===== src/rtl/ctrl_pkg.sv =====
// Shared encodings for the multicycle control unit: states, opcodes, functs, ALU ops and mux selects.
package ctrl_pkg;

  typedef enum logic [4:0] {
    S_RESET      = 5'd0,
    S_FETCH      = 5'd1,
    S_FETCH_WAIT = 5'd2,
    S_IR_LOAD    = 5'd3,
    S_DECODE     = 5'd4,
    S_R_EXEC     = 5'd5,
    S_R_WB       = 5'd6,
    S_ADDI_EXEC  = 5'd7,
    S_ADDI_WB    = 5'd8,
    S_MEM_ADDR   = 5'd9,
    S_LW_READ    = 5'd10,
    S_LW_WAIT    = 5'd11,
    S_LW_WB      = 5'd12,
    S_SW_WRITE   = 5'd13,
    S_BRANCH     = 5'd14,
    S_JUMP       = 5'd15,
    S_JAL        = 5'd16,
    S_JR         = 5'd17,
    S_ILLEGAL    = 5'd18
  } state_t;

  localparam logic [5:0] OP_RTYPE = 6'h00;
  localparam logic [5:0] OP_J     = 6'h02;
  localparam logic [5:0] OP_JAL   = 6'h03;
  localparam logic [5:0] OP_BEQ   = 6'h04;
  localparam logic [5:0] OP_BNE   = 6'h05;
  localparam logic [5:0] OP_ADDI  = 6'h08;
  localparam logic [5:0] OP_LW    = 6'h23;
  localparam logic [5:0] OP_SW    = 6'h2B;

  localparam logic [5:0] FN_JR  = 6'h08;
  localparam logic [5:0] FN_ADD = 6'h20;
  localparam logic [5:0] FN_SUB = 6'h22;
  localparam logic [5:0] FN_AND = 6'h24;
  localparam logic [5:0] FN_OR  = 6'h25;
  localparam logic [5:0] FN_SLT = 6'h2A;

  localparam logic [2:0] ALU_ADD = 3'b000;
  localparam logic [2:0] ALU_SUB = 3'b001;
  localparam logic [2:0] ALU_AND = 3'b010;
  localparam logic [2:0] ALU_OR  = 3'b011;
  localparam logic [2:0] ALU_SLT = 3'b111;

  // REG_DST_SP is reserved for future stack ops
  localparam logic [1:0] REG_DST_RD = 2'b00;
  localparam logic [1:0] REG_DST_RA = 2'b01;
  localparam logic [1:0] REG_DST_SP = 2'b10;
  localparam logic [1:0] REG_DST_RT = 2'b11;

  localparam logic [1:0] M2R_ALUOUT = 2'b00;
  localparam logic [1:0] M2R_MDR    = 2'b01;
  localparam logic [1:0] M2R_PC     = 2'b10;

  localparam logic [1:0] PCSRC_ALU    = 2'b00;
  localparam logic [1:0] PCSRC_ALUOUT = 2'b01;
  localparam logic [1:0] PCSRC_JUMP   = 2'b10;
  localparam logic [1:0] PCSRC_REG    = 2'b11;

  function automatic logic [2:0] funct_to_alu_op(input logic [5:0] funct);
    case (funct)
      FN_SUB:  return ALU_SUB;
      FN_AND:  return ALU_AND;
      FN_OR:   return ALU_OR;
      FN_SLT:  return ALU_SLT;
      default: return ALU_ADD;
    endcase
  endfunction

endpackage


===== src/rtl/mem_wait_counter.sv =====
// Memory-latency countdown shared by instruction fetch and lw; done flags the last wait cycle.
module mem_wait_counter #(
  parameter int WAIT_W = 3
) (
  input  logic              clk,
  input  logic              reset,
  input  logic              load,
  input  logic              dec,
  input  logic [WAIT_W-1:0] load_val,
  output logic              done
);

  logic [WAIT_W-1:0] count;

  always_ff @(posedge clk) begin
    if (reset) begin
      count <= '0;
    end else if (load) begin
      count <= load_val;
    end else if (dec && (count != '0)) begin
      count <= count - 1'b1;
    end
  end

  assign done = (count == WAIT_W'(1));

endmodule


===== src/rtl/ctrl_multiciclo_fsm.sv =====
// Moore control FSM for the multicycle MIPS-subset datapath; outputs follow state,
// except pc_write, which also ORs in the beq/bne taken condition.
module ctrl_multiciclo_fsm
  import ctrl_pkg::*;
#(
  parameter int MEM_WAIT = 1,
  parameter int WAIT_W   = 3
) (
  input  logic       clk,
  input  logic       reset,
  input  logic [5:0] opcode,
  input  logic [5:0] funct,
  input  logic       zero,
  output logic       pc_write,
  output logic       pc_write_cond,
  output logic       iord,
  output logic       mem_write,
  output logic       ir_write,
  output logic       reg_write,
  output logic [1:0] reg_dst,
  output logic [1:0] mem_to_reg,
  output logic       alu_src_a,
  output logic [1:0] alu_src_b,
  output logic [2:0] alu_op,
  output logic [1:0] pc_source,
  output logic       illegal,
  output logic [4:0] state_dbg
);

  localparam logic [WAIT_W-1:0] MEM_WAIT_V = WAIT_W'(MEM_WAIT);
  localparam bit                NO_WAIT    = (MEM_WAIT == 0);

  state_t state_q, state_d;
  logic   cnt_load, cnt_dec, cnt_done;
  logic   pc_write_base, taken;

  mem_wait_counter #(.WAIT_W(WAIT_W)) u_wait (
    .clk      (clk),
    .reset    (reset),
    .load     (cnt_load),
    .dec      (cnt_dec),
    .load_val (MEM_WAIT_V),
    .done     (cnt_done)
  );

  always_ff @(posedge clk) begin
    if (reset) state_q <= S_RESET;
    else        state_q <= state_d;
  end

  always_comb begin
    state_d       = state_q;
    cnt_load      = 1'b0;
    cnt_dec       = 1'b0;
    pc_write_base = 1'b0;
    pc_write_cond = 1'b0;
    iord          = 1'b0;
    mem_write     = 1'b0;
    ir_write      = 1'b0;
    reg_write     = 1'b0;
    reg_dst       = REG_DST_RD;
    mem_to_reg    = M2R_ALUOUT;
    alu_src_a     = 1'b0;
    alu_src_b     = 2'b00;
    alu_op        = ALU_ADD;
    pc_source     = PCSRC_ALU;
    illegal       = 1'b0;

    case (state_q)
      S_RESET: state_d = S_FETCH;
      S_FETCH: begin
        cnt_load = 1'b1;
        state_d  = NO_WAIT ? S_IR_LOAD : S_FETCH_WAIT;
      end
      S_FETCH_WAIT: begin
        cnt_dec = 1'b1;
        if (cnt_done) state_d = S_IR_LOAD;
      end
      S_IR_LOAD: begin
        ir_write      = 1'b1;
        alu_src_b     = 2'b01;
        pc_write_base = 1'b1;
        state_d       = S_DECODE;
      end
      S_DECODE: begin
        // Speculative branch target lands in ALUOut while the opcode is dispatched
        alu_src_b = 2'b11;
        case (opcode)
          OP_RTYPE: begin
            case (funct)
              FN_ADD, FN_SUB, FN_AND, FN_OR, FN_SLT: state_d = S_R_EXEC;
              FN_JR:   state_d = S_JR;
              default: state_d = S_ILLEGAL;
            endcase
          end
          OP_J:           state_d = S_JUMP;
          OP_JAL:         state_d = S_JAL;
          OP_BEQ, OP_BNE: state_d = S_BRANCH;
          OP_ADDI:        state_d = S_ADDI_EXEC;
          OP_LW, OP_SW:   state_d = S_MEM_ADDR;
          default:        state_d = S_ILLEGAL;
        endcase
      end
      S_R_EXEC: begin
        alu_src_a = 1'b1;
        alu_op    = funct_to_alu_op(funct);
        state_d   = S_R_WB;
      end
      S_R_WB: begin
        reg_write = 1'b1;
        state_d   = S_FETCH;
      end
      S_ADDI_EXEC: begin
        alu_src_a = 1'b1;
        alu_src_b = 2'b10;
        state_d   = S_ADDI_WB;
      end
      S_ADDI_WB: begin
        reg_write = 1'b1;
        reg_dst   = REG_DST_RT;
        state_d   = S_FETCH;
      end
      S_MEM_ADDR: begin
        alu_src_a = 1'b1;
        alu_src_b = 2'b10;
        state_d   = (opcode == OP_SW) ? S_SW_WRITE : S_LW_READ;
      end
      S_LW_READ: begin
        iord     = 1'b1;
        cnt_load = 1'b1;
        state_d  = NO_WAIT ? S_LW_WB : S_LW_WAIT;
      end
      S_LW_WAIT: begin
        cnt_dec = 1'b1;
        if (cnt_done) state_d = S_LW_WB;
      end
      S_LW_WB: begin
        reg_write  = 1'b1;
        reg_dst    = REG_DST_RT;
        mem_to_reg = M2R_MDR;
        state_d    = S_FETCH;
      end
      S_SW_WRITE: begin
        iord      = 1'b1;
        mem_write = 1'b1;
        state_d   = S_FETCH;
      end
      S_BRANCH: begin
        alu_src_a     = 1'b1;
        alu_op        = ALU_SUB;
        pc_write_cond = 1'b1;
        pc_source     = PCSRC_ALUOUT;
        state_d       = S_FETCH;
      end
      S_JUMP: begin
        pc_write_base = 1'b1;
        pc_source     = PCSRC_JUMP;
        state_d       = S_FETCH;
      end
      S_JAL: begin
        reg_write     = 1'b1;
        reg_dst       = REG_DST_RA;
        mem_to_reg    = M2R_PC;
        pc_write_base = 1'b1;
        pc_source     = PCSRC_JUMP;
        state_d       = S_FETCH;
      end
      S_JR: begin
        pc_write_base = 1'b1;
        pc_source     = PCSRC_REG;
        state_d       = S_FETCH;
      end
      S_ILLEGAL: begin
        illegal = 1'b1;
        state_d = S_FETCH;
      end
      default: state_d = S_FETCH;
    endcase
  end

  assign taken     = (opcode == OP_BNE) ? ~zero : zero;
  assign pc_write  = pc_write_base | (pc_write_cond & taken);
  assign state_dbg = state_q;

endmodule


===== config.mk =====
export PLATFORM = sky130hd
export DESIGN_NAME = ctrl_multiciclo_fsm
export DESIGN_NICKNAME = d
export VERILOG_FILES = /design/src/rtl/ctrl_pkg.sv /design/src/rtl/mem_wait_counter.sv /design/src/rtl/ctrl_multiciclo_fsm.sv
export SDC_FILE = /design/constraint.sdc
export NUM_CORES = 1
export LEC_CHECK = 0
export ABC_CLOCK_PERIOD_IN_PS = 4700
export CORE_UTILIZATION = 50
export DETAILED_ROUTE_END_ITERATION = 8
export PLACE_DENSITY = 0.87
export SKIP_LAST_GASP = 1
export SLEW_MARGIN = 20
export SYNTH_ARGS = -nofsm -noshare
export SYNTH_HDL_FRONTEND = slang
export SYNTH_HIERARCHICAL = 1
export SYNTH_SLANG_ARGS = --single-unit

===== constraint.sdc =====
create_clock -name clk -period 4.7 [get_ports clk]
set_clock_uncertainty 0.05 [all_clocks]
set_input_delay 1.41 -clock clk [delete_from_list [all_inputs] [get_ports clk]]
set_output_delay 1.41 -clock clk [all_outputs]
set_load 0.03 [all_outputs]

==> results of run 1 <==
[logic make-up (layout without fill, tap and decap cells)]
kind of cell / count (synthesis) / after routing / synth area share
and+or+nand+nor: 95 / 95 / 0.4205
AOI/OAI and AO/OA: 54 / 54 / 0.3189
buffers and inverters: 20 / 56 / 0.07244
DFF: 8 / 8 / 0.1288
adders and majority gates: 3 / 3 / 0.03018
other: 2 / 3 / 0.006038
muxes: 2 / 2 / 0.01610
xor gates and xnor gates: 1 / 1 / 0.007044
[metrics by stage]
step	setup WS, ns	std cells
5_1_grt	0.008214	250
2_1_floorplan	0.5030	186
3_3_place_gp	0.06689	247
6_report	0.07066	250
4_1_cts	0.04321	250
3_5_place_dp	0.05374	247
[worst paths after layout]
path,startpoint,to,slack [ns]
max reg2reg,state_dbg[0],u_wait/count[1],2.48
min reg2reg,u_wait/count[0],u_wait/count[0],0.55
min,u_wait/count[0],u_wait/count[0],0.55
max,opcode[1],pc_write,0.07
[state kept, by name, summed over array words and instances, names as in the netlist]
| register | count |
|---|---|
| state_dbg | 5 |
| u_wait/count | 3 |
[power by group through the flow]
stage / clock, mW / sequential (mW) / combinational, mW
2_1_floorplan: 0 / 0.119 / 0.251
3_3_place_gp: 0 / 0.132 / 0.319
3_5_place_dp: 0 / 0.134 / 0.330
4_1_cts: 0.0521 / 0.134 / 0.332
5_1_grt: 0.0547 / 0.140 / 0.369
6_report: 0.0517 / 0.134 / 0.338
[layout by cell type (no fill, tap or decap), types with 4 or more instances in the layout]
| master | synthesis | routed |
|---|---|---|
| sky130_fd_sc_hd__inv_1 | 7 | 7 |
| sky130_fd_sc_hd__dfxtp_1 | 8 | 8 |
| sky130_fd_sc_hd__clkdlybuf4s50_1 | 0 | 35 |
| sky130_fd_sc_hd__nor3_1 | 9 | 9 |
| sky130_fd_sc_hd__buf_4 | 1 | 8 |
| sky130_fd_sc_hd__a31oi_1 | 7 | 7 |
| sky130_fd_sc_hd__nand2b_1 | 8 | 8 |
| sky130_fd_sc_hd__o22ai_1 | 4 | 4 |
| sky130_fd_sc_hd__nand2_1 | 14 | 14 |
| sky130_fd_sc_hd__nor4_1 | 5 | 5 |
| sky130_fd_sc_hd__nor2_1 | 27 | 27 |
| sky130_fd_sc_hd__o21ai_0 | 7 | 7 |
| sky130_fd_sc_hd__nand3_1 | 4 | 4 |
| sky130_fd_sc_hd__a21oi_1 | 12 | 12 |
| sky130_fd_sc_hd__nor2b_1 | 6 | 6 |
[worst register-to-register path, cell delays in order, from the launching register on]
cell and delay, ns:
sky130_fd_sc_hd__dfxtp_1 0.61, sky130_fd_sc_hd__nor2b_1 0.38, sky130_fd_sc_hd__a2bb2oi_1 0.12, sky130_fd_sc_hd__nor2_1 0.46
sky130_fd_sc_hd__nor3_1 0.13, sky130_fd_sc_hd__a311o_1 0.36
[layout make-up]
| cell class | count | area share |
|---|---|---|
| sequential | 8 | 0.09454 |
| inverter | 7 | 0.01551 |
| timing repair buffer | 46 | 0.2637 |
| tap | 28 | 0.02068 |
| multi-input combinational | 158 | 0.5923 |
| clock buffer | 3 | 0.01329 |
[layer usage]
metal / vias up / wire length (um) / GRT usage
li1: 761 / - / -
met1: 731 / 1509 / 0.3498
met2: 68 / 1741 / 0.4957
met3: 8 / 212 / 0.02924
met4: 0 / 69 / 0.1306
met5: - / 0 / 0
==> impl_results.html, run 1 <==
<table>
<tr><th>Metric</th><th>Value</th></tr>
<tr><th colspan="2">Global routing</th></tr>
<tr><td>GRT Total Usage</td><td>0.2860</td></tr>
<tr><td>First-pass GRT wire length</td><td>5.927 mm</td></tr>
<tr><td>Antenna violations before repair</td><td>0</td></tr>
<tr><td>Via count of the first global-routing pass</td><td>1397</td></tr>
<tr><td>Maximum number of pins on one net before global-route repair</td><td>23</td></tr>
<tr><td>Overflow left after global routing</td><td>0</td></tr>
<tr><th colspan="2">Timing</th></tr>
<tr><td>Unrepaired setup endpoints after global routing</td><td>no</td></tr>
<tr><td>Final Hold Viols</td><td>0</td></tr>
<tr><td>FMAX</td><td>216.0 MHz</td></tr>
<tr><td>Slew of the pin with the lowest slew margin</td><td>0.6814 ns</td></tr>
<tr><td>Final hold slack</td><td>0.5513 ns</td></tr>
<tr><td>Share of the cycle needed by the critical path after routing</td><td>0.9850</td></tr>
<tr><td>Aggregate negative setup slack</td><td>0 ns</td></tr>
<tr><td>Max_slew headroom</td><td>0.5451</td></tr>
<tr><td>Final slew viol count</td><td>0</td></tr>
<tr><td>Crit path time final</td><td>4.629 ns</td></tr>
<tr><td>Finish-stage setup viols</td><td>0</td></tr>
<tr><th colspan="2">Cells and area</th></tr>
<tr><td>Final net count</td><td>242</td></tr>
<tr><td># fillers</td><td>183</td></tr>
<tr><td>Ant. Diodes</td><td>0</td></tr>
<tr><td>Finished Cell Area</td><td>1694 um2</td></tr>
<tr><td>Area of combinational cells with multiple inputs</td><td>1003 um2</td></tr>
<tr><td>Sequential standard cell area</td><td>160.2 um2</td></tr>
<tr><td>Core occupancy in the finished layout</td><td>0.7444</td></tr>
<tr><td>Proportion of layout cells with a drive suffix above 1</td><td>0.1081</td></tr>
<tr><td>Synthesis-to-layout area growth</td><td>36.22%</td></tr>
<tr><th colspan="2">Worst hold path</th></tr>
<tr><td>Hold WC Path Type</td><td>reg -&gt; reg</td></tr>
<tr><td>Hold Crit Depth</td><td>2</td></tr>
<tr><th colspan="2">Setup path</th></tr>
<tr><td>Critical Path Sink Type</td><td>primary output</td></tr>
<tr><td>Signal arrival time at the worst endpoint</td><td>3.17 ns</td></tr>
<tr><td>Family of cells with the greatest summed delay on the critical path</td><td>simple AND/OR/NAND/NOR gates</td></tr>
<tr><td>Number of gates on the worst path with buffers counted</td><td>7</td></tr>
<tr><td>CP Class</td><td>in -&gt; out</td></tr>
<tr><td>Worst EP required</td><td>3.24 ns</td></tr>
<tr><td>Worst-path cell chain</td><td>clkdlybuf4s50_1 &gt; or4b_4 &gt; nor3b_4 &gt; xnor2_1 &gt; o32a_1 &gt; o22ai_2 &gt; buf_6</td></tr>
<tr><td>Cell with the largest stage delay on the worst path</td><td>sky130_fd_sc_hd__or4b_4</td></tr>
<tr><td>Worst Path Buf+Inv</td><td>2</td></tr>
<tr><td>Maximum single-stage delay on the critical path</td><td>0.57 ns</td></tr>
<tr><td>Worst reg2reg path depth</td><td>5</td></tr>
<tr><td>Maximum net fanout on the critical path</td><td>3</td></tr>
<tr><td>Startpoint kind of the worst setup timing path</td><td>input pin</td></tr>
<tr><th colspan="2">Power and ir drop</th></tr>
<tr><td>Leak pwr</td><td>0.6613 nW</td></tr>
<tr><td>Net switching power of the design</td><td>0.2570 mW</td></tr>
<tr><td>Post-route total power</td><td>0.5238 mW</td></tr>
<tr><td>Power share of the combinational group</td><td>0.645</td></tr>
<tr><td>Sequential cell fraction of total power</td><td>0.256</td></tr>
<tr><td>Worst IR drop on VDD</td><td>0.2963 mV</td></tr>
<tr><td>Relative contribution of the clock network to total power</td><td>0.099</td></tr>
<tr><td>Power per standard cell area</td><td>309.2 nW/um2</td></tr>
<tr><td>Cell-internal power</td><td>0.2667 mW</td></tr>
<tr><td>Switch share</td><td>0.4908</td></tr>
<tr><th colspan="2">Routing</th></tr>
<tr><td>Vias</td><td>1568</td></tr>
<tr><td>Routed WL per cell</td><td>14.13 um</td></tr>
<tr><td>DRC violations left</td><td>0</td></tr>
<tr><td>Initial DRC count</td><td>71</td></tr>
<tr><td>1st-pass router iterations</td><td>4</td></tr>
<tr><td>Final wirelength</td><td>3.532 mm</td></tr>
<tr><td>Final ANT Viol Nets</td><td>0</td></tr>
<tr><td>Via/cell ratio</td><td>6.272</td></tr>
<tr><th colspan="2">Yosys</th></tr>
<tr><td>Share of the synthesized area in the top cell type</td><td>0.1288</td></tr>
<tr><td>Synth top area cells</td><td>sky130_fd_sc_hd__dfxtp_1, sky130_fd_sc_hd__nor2_1, sky130_fd_sc_hd__a21oi_1, sky130_fd_sc_hd__nand2_1, sky130_fd_sc_hd__nand2b_1</td></tr>
<tr><td>Sequential element share of the synthesized area</td><td>0.1288</td></tr>
<tr><td>Most frequent cell after synthesis</td><td>sky130_fd_sc_hd__nor2_1</td></tr>
<tr><td>Leading area contributor after synthesis</td><td>sky130_fd_sc_hd__dfxtp_1</td></tr>
<tr><td>Synth cell types</td><td>55</td></tr>
<tr><td>Synthesized area per cell</td><td>6.723 um2</td></tr>
<tr><td>Flip-flop cell with the highest count after synthesis</td><td>sky130_fd_sc_hd__dfxtp_1</td></tr>
<tr><td>Number of register bits inferred by synthesis</td><td>8</td></tr>
<tr><td>Most used standard cells in the synthesized netlist</td><td>sky130_fd_sc_hd__nor2_1, sky130_fd_sc_hd__nand2_1, sky130_fd_sc_hd__a21oi_1</td></tr>
<tr><td>Post-synthesis async set-or-reset flop share</td><td>0</td></tr>
<tr><td>Number of enable flip-flop cells after synthesis</td><td>0</td></tr>
<tr><td>Synthesized netlist cell count</td><td>185</td></tr>
<tr><td>Synthesized area</td><td>1244 um2</td></tr>
<tr><td>Yosys warnings</td><td>6</td></tr>
<tr><th colspan="2">CTS</th></tr>
<tr><td>CTS sink cnt</td><td>8</td></tr>
<tr><td>Clock root buffer</td><td>sky130_fd_sc_hd__clkbuf_4</td></tr>
<tr><td>Maximum root-to-sink buffer count</td><td>2</td></tr>
<tr><td>Maximum level of the CTS H-tree</td><td>1</td></tr>
<tr><td>Clock transition at the register clock pins on the worst setup and hold paths after CTS</td><td>0.05 ns</td></tr>
<tr><td>Clock tree from TritonCTS</td><td>yes</td></tr>
<tr><td>Buffer count from post-CTS setup fixing</td><td>0</td></tr>
<tr><td>Clock latency of the later-clocked register in the worst-skew pair</td><td>0.25 ns</td></tr>
<tr><td>Post_cts resized</td><td>0</td></tr>
<tr><td>Hold Buf Count CTS</td><td>0</td></tr>
<tr><td>Clock buffer count from CTS</td><td>3</td></tr>
<tr><th colspan="2">Floorplanning</th></tr>
<tr><td>FP Rows</td><td>17</td></tr>
<tr><td>Area of the die</td><td>2691 um2</td></tr>
<tr><td>Area of the placeable core</td><td>2276 um2</td></tr>
<tr><td>I/O pins</td><td>39</td></tr>
<tr><td>Die H</td><td>51.88 um</td></tr>
<tr><td>Effective utilization at floorplan</td><td>0.5465</td></tr>
<tr><td>DIE WIDTH</td><td>51.88 um</td></tr>
<tr><th colspan="2">Placed design</th></tr>
<tr><td>Dpl cell area</td><td>1657 um2</td></tr>
<tr><td>Port buffer count</td><td>38</td></tr>
<tr><td>Final Wtd Congestion</td><td>0.9731</td></tr>
<tr><td>Final HPWL DP</td><td>2.667 mm</td></tr>
<tr><th colspan="2">Outcome</th></tr>
<tr><td>Run status</td><td>finished, final reports clean</td></tr>
<tr><th colspan="2">Job</th></tr>
<tr><td>Max-cap viol count</td><td>0</td></tr>
</table>
No activity file was read; power rests on OpenSTA's default activity.
==> run 2, diff against run 1 <==
--- a/config.mk
+++ b/config.mk
@@ -6,9 +6,10 @@
 export NUM_CORES = 1
 export LEC_CHECK = 0
 export ABC_CLOCK_PERIOD_IN_PS = 4700
-export CORE_UTILIZATION = 50
+export CORE_UTILIZATION = 68
 export DETAILED_ROUTE_END_ITERATION = 8
-export PLACE_DENSITY = 0.87
+export DONT_BUFFER_PORTS = 1
+export PLACE_DENSITY = 0.86
 export SKIP_LAST_GASP = 1
 export SLEW_MARGIN = 20
 export SYNTH_ARGS = -nofsm -noshare
==> impl_results.html, run 2 (synthesis results as in run 1) <==
<table>
<tr><th>Metric</th><th>Value</th></tr>
<tr><th colspan="2">Timing</th></tr>
<tr><td>Max_slew headroom</td><td>0.3705</td></tr>
<tr><td>Crit path time final</td><td>4.211 ns</td></tr>
<tr><td>Aggregate negative setup slack</td><td>0 ns</td></tr>
<tr><td>Final Hold Viols</td><td>0</td></tr>
<tr><td>Final slew viol count</td><td>0</td></tr>
<tr><td>Unrepaired setup endpoints after global routing</td><td>no</td></tr>
<tr><td>FMAX</td><td>237.5 MHz</td></tr>
<tr><td>Share of the cycle needed by the critical path after routing</td><td>0.8959</td></tr>
<tr><td>Finish-stage setup viols</td><td>0</td></tr>
<tr><td>Slew of the pin with the lowest slew margin</td><td>0.9370 ns</td></tr>
<tr><td>Final worst setup slack</td><td>0.4895 ns</td></tr>
<tr><th colspan="2">CTS</th></tr>
<tr><td>Maximum level of the CTS H-tree</td><td>1</td></tr>
<tr><td>CTS sink cnt</td><td>8</td></tr>
<tr><td>Clock tree from TritonCTS</td><td>yes</td></tr>
<tr><td>Post_cts resized</td><td>0</td></tr>
<tr><td>Clock transition at the register clock pins on the worst setup and hold paths after CTS</td><td>0.05 ns</td></tr>
<tr><td>Buffer count from post-CTS setup fixing</td><td>0</td></tr>
<tr><td>Clock root buffer</td><td>sky130_fd_sc_hd__clkbuf_4</td></tr>
<tr><td>Maximum root-to-sink buffer count</td><td>2</td></tr>
<tr><td>Hold Buf Count CTS</td><td>0</td></tr>
<tr><td>Clock latency of the later-clocked register in the worst-skew pair</td><td>0.26 ns</td></tr>
<tr><td>Clock buffer count from CTS</td><td>3</td></tr>
<tr><th colspan="2">Setup path</th></tr>
<tr><td>End of the worst register-to-register path</td><td>u_wait/count[2]</td></tr>
<tr><td>FF-to-FF Start</td><td>state_dbg[0]</td></tr>
<tr><td>Critical path launch point</td><td>opcode[1]</td></tr>
<tr><td>Capture point of the worst path</td><td>pc_write</td></tr>
<tr><td>Worst reg2reg path depth</td><td>5</td></tr>
<tr><td>Maximum net fanout on the critical path</td><td>14</td></tr>
<tr><td>Signal arrival time at the worst endpoint</td><td>2.75 ns</td></tr>
<tr><td>Startpoint kind of the worst setup timing path</td><td>input pin</td></tr>
<tr><td>Critical Path Sink Type</td><td>primary output</td></tr>
<tr><td>Flop2flop setup slack</td><td>2.17 ns</td></tr>
<tr><td>Worst EP required</td><td>3.24 ns</td></tr>
<tr><td>CP Class</td><td>in -&gt; out</td></tr>
<tr><th colspan="2">Global routing</th></tr>
<tr><td>Via count of the first global-routing pass</td><td>1118</td></tr>
<tr><td>GRT Total Usage</td><td>0.3119</td></tr>
<tr><td>Overflow left after global routing</td><td>0</td></tr>
<tr><td>Antenna violations before repair</td><td>0</td></tr>
<tr><td>Maximum number of pins on one net before global-route repair</td><td>23</td></tr>
<tr><td>First-pass GRT wire length</td><td>4.747 mm</td></tr>
<tr><th colspan="2">Outcome</th></tr>
<tr><td>Run status</td><td>finished, final reports clean</td></tr>
<tr><th colspan="2">Cells and area</th></tr>
<tr><td>Core occupancy in the finished layout</td><td>0.7377</td></tr>
<tr><td>Max FFs per register</td><td>5</td></tr>
<tr><td>Most common cell after layout, fill and taps aside</td><td>sky130_fd_sc_hd__nor2_1</td></tr>
<tr><td>Most used cells in the layout excluding fill and tap cells</td><td>sky130_fd_sc_hd__nor2_1, sky130_fd_sc_hd__nand2_1, sky130_fd_sc_hd__a21oi_1, sky130_fd_sc_hd__nor3_1</td></tr>
<tr><td>Synthesis-to-layout area growth</td><td>2.414%</td></tr>
<tr><td>Proportion of layout cells with a drive suffix above 1</td><td>0.1111</td></tr>
<tr><td>Final net count</td><td>200</td></tr>
<tr><td>Ant. Diodes</td><td>0</td></tr>
<tr><th colspan="2">Job</th></tr>
<tr><td>Max-cap viol count</td><td>0</td></tr>
<tr><th colspan="2">Floorplanning</th></tr>
<tr><td>Area of the placeable core</td><td>1727 um2</td></tr>
<tr><td>Effective utilization at floorplan</td><td>0.7203</td></tr>
<tr><td>I/O pins</td><td>39</td></tr>
<tr><td>DIE WIDTH</td><td>44.77 um</td></tr>
<tr><td>Area of the die</td><td>2004 um2</td></tr>
<tr><td>Die H</td><td>44.77 um</td></tr>
<tr><td>FP Rows</td><td>15</td></tr>
<tr><th colspan="2">Routing</th></tr>
<tr><td>Routed WL per cell</td><td>15.29 um</td></tr>
<tr><td>Final ANT Viol Nets</td><td>0</td></tr>
<tr><td>Vias</td><td>1392</td></tr>
<tr><td>Final wirelength</td><td>3.134 mm</td></tr>
<tr><td>Initial DRC count</td><td>68</td></tr>
<tr><td>Via/cell ratio</td><td>6.790</td></tr>
<tr><td>1st-pass router iterations</td><td>4</td></tr>
<tr><td>DRC violations left</td><td>0</td></tr>
<tr><th colspan="2">Placed design</th></tr>
<tr><td>Final Wtd Congestion</td><td>0.8999</td></tr>
<tr><td>Port buffer count</td><td>0</td></tr>
<tr><td>Placement Setup Slack</td><td>0.5216 ns</td></tr>
<tr><td>Final HPWL DP</td><td>2.284 mm</td></tr>
<tr><th colspan="2">Power and ir drop</th></tr>
<tr><td>Worst IR drop on VDD</td><td>0.2488 mV</td></tr>
<tr><td>Leak pwr</td><td>0.4630 nW</td></tr>
<tr><td>Power per standard cell area</td><td>377.6 nW/um2</td></tr>
<tr><th colspan="2">Worst hold path</th></tr>
<tr><td>Hold WC Path Type</td><td>reg -&gt; reg</td></tr>
</table>
run 2: routing by layer:
metal / up-vias / global-route usage / routed length, um
li1: 675 / - / -
met1: 620 / 0.4039 / 1314
met2: 84 / 0.5265 / 1484
met3: 13 / 0.04400 / 260
met4: 0 / 0.1152 / 74
met5: - / 0 / 0
run 2: per-stage QoR:
step	instances	total power [mW]	area (um2)	hold slack, ns
floorplan	186	0.3706	1247	0.5029
global placement	202	0.4046	1245	0.5261
detailed placement	202	0.4184	1245	0.5311
CTS	205	0.4727	1267	0.5456
global route	205	0.5131	1274	0.5901
finish	205	0.4809	1274	0.5574
run 2: worst min path at each step:
stage	from	to	depth (start not counted)
6_report	u_wait/count[0]	u_wait/count[0]	2
2_1_floorplan	u_wait/count[0]	u_wait/count[0]	2
5_1_grt	u_wait/count[0]	u_wait/count[0]	2
3_3_place_gp	u_wait/count[0]	u_wait/count[0]	2
3_5_place_dp	u_wait/count[0]	u_wait/count[0]	2
4_1_cts	u_wait/count[0]	u_wait/count[0]	2
run 2: power by group:
part	total (mW)	internal, mW	switching (mW)
sequential	0.123	0.0871	0.0362
combinational	0.303	0.117	0.187
clock	0.0542	0.0293	0.0249
run 2: cell type report:
cell class | count | area [um2]
inverter | 7 | 26.28
sequential | 8 | 160.2
timing repair buffer | 4 | 30.03
multi-input combinational | 158 | 1003
fill | 150 | 452.9
tap | 25 | 31.28
clock buffer | 3 | 22.52
run 2: critical path, cell delays in order:
cell,delay [ns]
sky130_fd_sc_hd__or4b_4,0.54
sky130_fd_sc_hd__nor3b_2,0.24
sky130_fd_sc_hd__xnor2_1,0.09
sky130_fd_sc_hd__o32a_1,0.17
sky130_fd_sc_hd__o22ai_2,0.30
==> run 3, diff against run 2 <==
--- a/config.mk
+++ b/config.mk
@@ -6,10 +6,10 @@
 export NUM_CORES = 1
 export LEC_CHECK = 0
 export ABC_CLOCK_PERIOD_IN_PS = 4700
-export CORE_UTILIZATION = 68
+export CORE_UTILIZATION = 45
 export DETAILED_ROUTE_END_ITERATION = 8
 export DONT_BUFFER_PORTS = 1
-export PLACE_DENSITY = 0.86
+export PLACE_DENSITY = 0.62
 export SKIP_LAST_GASP = 1
 export SLEW_MARGIN = 20
 export SYNTH_ARGS = -nofsm -noshare
==> impl_results.html, run 3 (synthesis results as in run 1) <==
<table>
<tr><th>Metric</th><th>Value</th></tr>
<tr><th colspan="2">Placed design</th></tr>
<tr><td>DP Cell Count</td><td>208</td></tr>
<tr><td>Final HPWL DP</td><td>2.405 mm</td></tr>
<tr><td>Port buffer count</td><td>0</td></tr>
<tr><td>Final Wtd Congestion</td><td>0.8644</td></tr>
<tr><td>Placement Setup Slack</td><td>0.4992 ns</td></tr>
<tr><th colspan="2">Timing</th></tr>
<tr><td>Slew of the pin with the lowest slew margin</td><td>0.9500 ns</td></tr>
<tr><td>Final slew viol count</td><td>0</td></tr>
<tr><td>Finish-stage setup viols</td><td>0</td></tr>
<tr><td>Crit path time final</td><td>4.209 ns</td></tr>
<tr><td>Aggregate negative setup slack</td><td>0 ns</td></tr>
<tr><td>Final Hold Viols</td><td>0</td></tr>
<tr><td>Final worst setup slack</td><td>0.4915 ns</td></tr>
<tr><td>Final hold slack</td><td>0.5549 ns</td></tr>
<tr><td>Max_slew headroom</td><td>0.3618</td></tr>
<tr><td>Share of the cycle needed by the critical path after routing</td><td>0.8954</td></tr>
<tr><td>FMAX</td><td>237.6 MHz</td></tr>
<tr><td>Unrepaired setup endpoints after global routing</td><td>no</td></tr>
<tr><th colspan="2">Power and ir drop</th></tr>
<tr><td>Worst IR drop on VDD</td><td>0.2391 mV</td></tr>
<tr><td>Leak pwr</td><td>0.4684 nW</td></tr>
<tr><td>Cell-internal power</td><td>0.2330 mW</td></tr>
<tr><td>Switch share</td><td>0.5072</td></tr>
<tr><td>Post-route total power</td><td>0.4727 mW</td></tr>
<tr><td>Power per standard cell area</td><td>367.2 nW/um2</td></tr>
<tr><td>Sequential cell fraction of total power</td><td>0.257</td></tr>
<tr><td>Net switching power of the design</td><td>0.2398 mW</td></tr>
<tr><td>Relative contribution of the clock network to total power</td><td>0.112</td></tr>
<tr><td>Power share of the combinational group</td><td>0.631</td></tr>
<tr><th colspan="2">Global routing</th></tr>
<tr><td>Maximum number of pins on one net before global-route repair</td><td>23</td></tr>
<tr><td>Overflow left after global routing</td><td>0</td></tr>
<tr><td>Antenna violations before repair</td><td>0</td></tr>
<tr><td>First-pass GRT wire length</td><td>5.085 mm</td></tr>
<tr><td>GRT Total Usage</td><td>0.2312</td></tr>
<tr><td>Via count of the first global-routing pass</td><td>1145</td></tr>
<tr><th colspan="2">Setup path</th></tr>
<tr><td>Cell with the largest stage delay on the worst path</td><td>sky130_fd_sc_hd__or4b_4</td></tr>
<tr><td>Critical Path Sink Type</td><td>primary output</td></tr>
<tr><td>Worst-path cell chain</td><td>or4b_4 &gt; nor3b_2 &gt; xnor2_1 &gt; o32a_1 &gt; o22ai_2</td></tr>
<tr><td>CP Class</td><td>in -&gt; out</td></tr>
<tr><td>Maximum single-stage delay on the critical path</td><td>0.53 ns</td></tr>
<tr><td>Startpoint kind of the worst setup timing path</td><td>input pin</td></tr>
<tr><td>Signal arrival time at the worst endpoint</td><td>2.75 ns</td></tr>
<tr><td>Maximum net fanout on the critical path</td><td>14</td></tr>
<tr><td>Flop2flop setup slack</td><td>2.28 ns</td></tr>
<tr><td>Worst EP required</td><td>3.24 ns</td></tr>
<tr><th colspan="2">CTS</th></tr>
<tr><td>Clock buffer count from CTS</td><td>3</td></tr>
<tr><td>Clock tree from TritonCTS</td><td>yes</td></tr>
<tr><td>Buffer count from post-CTS setup fixing</td><td>0</td></tr>
<tr><td>CTS sink cnt</td><td>8</td></tr>
<tr><td>Maximum level of the CTS H-tree</td><td>1</td></tr>
<tr><td>Post_cts resized</td><td>0</td></tr>
<tr><td>Maximum root-to-sink buffer count</td><td>2</td></tr>
<tr><td>Hold Buf Count CTS</td><td>0</td></tr>
<tr><td>Clock root buffer</td><td>sky130_fd_sc_hd__clkbuf_4</td></tr>
<tr><td>Clock latency of the later-clocked register in the worst-skew pair</td><td>0.25 ns</td></tr>
<tr><td>Clock transition at the register clock pins on the worst setup and hold paths after CTS</td><td>0.06 ns</td></tr>
<tr><th colspan="2">Job</th></tr>
<tr><td>Max-cap viol count</td><td>0</td></tr>
<tr><th colspan="2">Floorplanning</th></tr>
<tr><td>I/O pins</td><td>39</td></tr>
<tr><td>Die H</td><td>54.57 um</td></tr>
<tr><td>Effective utilization at floorplan</td><td>0.4887</td></tr>
<tr><td>FP Rows</td><td>18</td></tr>
<tr><td>DIE WIDTH</td><td>54.57 um</td></tr>
<tr><td>Area of the die</td><td>2978 um2</td></tr>
<tr><td>Area of the placeable core</td><td>2545 um2</td></tr>
<tr><th colspan="2">Cells and area</th></tr>
<tr><td>Ant. Diodes</td><td>0</td></tr>
<tr><td>Synthesis-to-layout area growth</td><td>3.521%</td></tr>
<tr><td>Proportion of layout cells with a drive suffix above 1</td><td>0.1160</td></tr>
<tr><td>Most used cells in the layout excluding fill and tap cells</td><td>sky130_fd_sc_hd__nor2_1, sky130_fd_sc_hd__nand2_1, sky130_fd_sc_hd__a21oi_1, sky130_fd_sc_hd__nor3_1</td></tr>
<tr><td>Most common cell after layout, fill and taps aside</td><td>sky130_fd_sc_hd__nor2_1</td></tr>
<tr><td>Final net count</td><td>201</td></tr>
<tr><td>Count of placed standard cells in the final layout, fillers left out</td><td>211</td></tr>
<tr><td>Max FFs per register</td><td>5</td></tr>
<tr><th colspan="2">Routing</th></tr>
<tr><td>Routed met1 length</td><td>1.524 mm</td></tr>
<tr><td>Initial DRC count</td><td>45</td></tr>
<tr><td>Highest routed metal layer</td><td>met4</td></tr>
<tr><td>Final wirelength</td><td>3.219 mm</td></tr>
<tr><td>Via/cell ratio</td><td>6.351</td></tr>
<tr><td>Final ANT Viol Nets</td><td>0</td></tr>
<tr><td>Vias</td><td>1340</td></tr>
<tr><td>Met3 routed wirelength</td><td>191 um</td></tr>
<tr><td>Routed WL per cell</td><td>15.26 um</td></tr>
<tr><td>DRC violations left</td><td>0</td></tr>
<tr><td>Metal2 WL</td><td>1.497 mm</td></tr>
<tr><td>1st-pass router iterations</td><td>6</td></tr>
<tr><th colspan="2">Outcome</th></tr>
<tr><td>Run status</td><td>finished, final reports clean</td></tr>
<tr><th colspan="2">Worst hold path</th></tr>
<tr><td>Hold WC Path Type</td><td>reg -&gt; reg</td></tr>
</table>
run 3: power groups by stage:
stage	combinational, mW	clock, mW	sequential [mW]
global route	0.332	0.0598	0.125
global placement	0.289	0	0.122
detailed placement	0.295	0	0.123
floorplan	0.251	0	0.119
CTS	0.297	0.0550	0.122
finish	0.298	0.0527	0.122
run 3: worst paths after layout:
check,startpoint,cells after the start,end
worst max-delay path,opcode[1],5,pc_write
worst min-delay path,u_wait/count[0],2,u_wait/count[0]
worst max register to register,state_dbg[0],5,u_wait/count[1]
worst min register to register,u_wait/count[0],2,u_wait/count[0]
run 3: cell type report:
type	instances	area (um2)
fillers	257	1257
inverters	7	26.28
repair buffers	5	37.54
well taps	30	37.54
flip-flops and latches	8	160.2
clock buffers	3	22.52
multi-input cells	158	1003
run 3: metrics by stage:
| step | util | area (um2) |
|---|---|---|
| floorplan | - | 1247 |
| global placement | 0.4946 | 1259 |
| detailed placement | 0.4946 | 1259 |
| CTS | 0.5034 | 1281 |
| global route | 0.5059 | 1287 |
| finish | 0.5059 | 1287 |
run 3: metal layers:
metal,global-route usage,vias up
met2,0.3679,40
li1,-,677
met5,0,-
met4,0.06838,0
met1,0.3207,621
met3,0.03056,2
run 3: critical path, delay by kind of cell:
kind                      cells  cell delay (ns)
xor gates and xnor gates      1             0.09
AOI/OAI and AO/OA             2             0.48
and+or+nand+nor               2             0.76
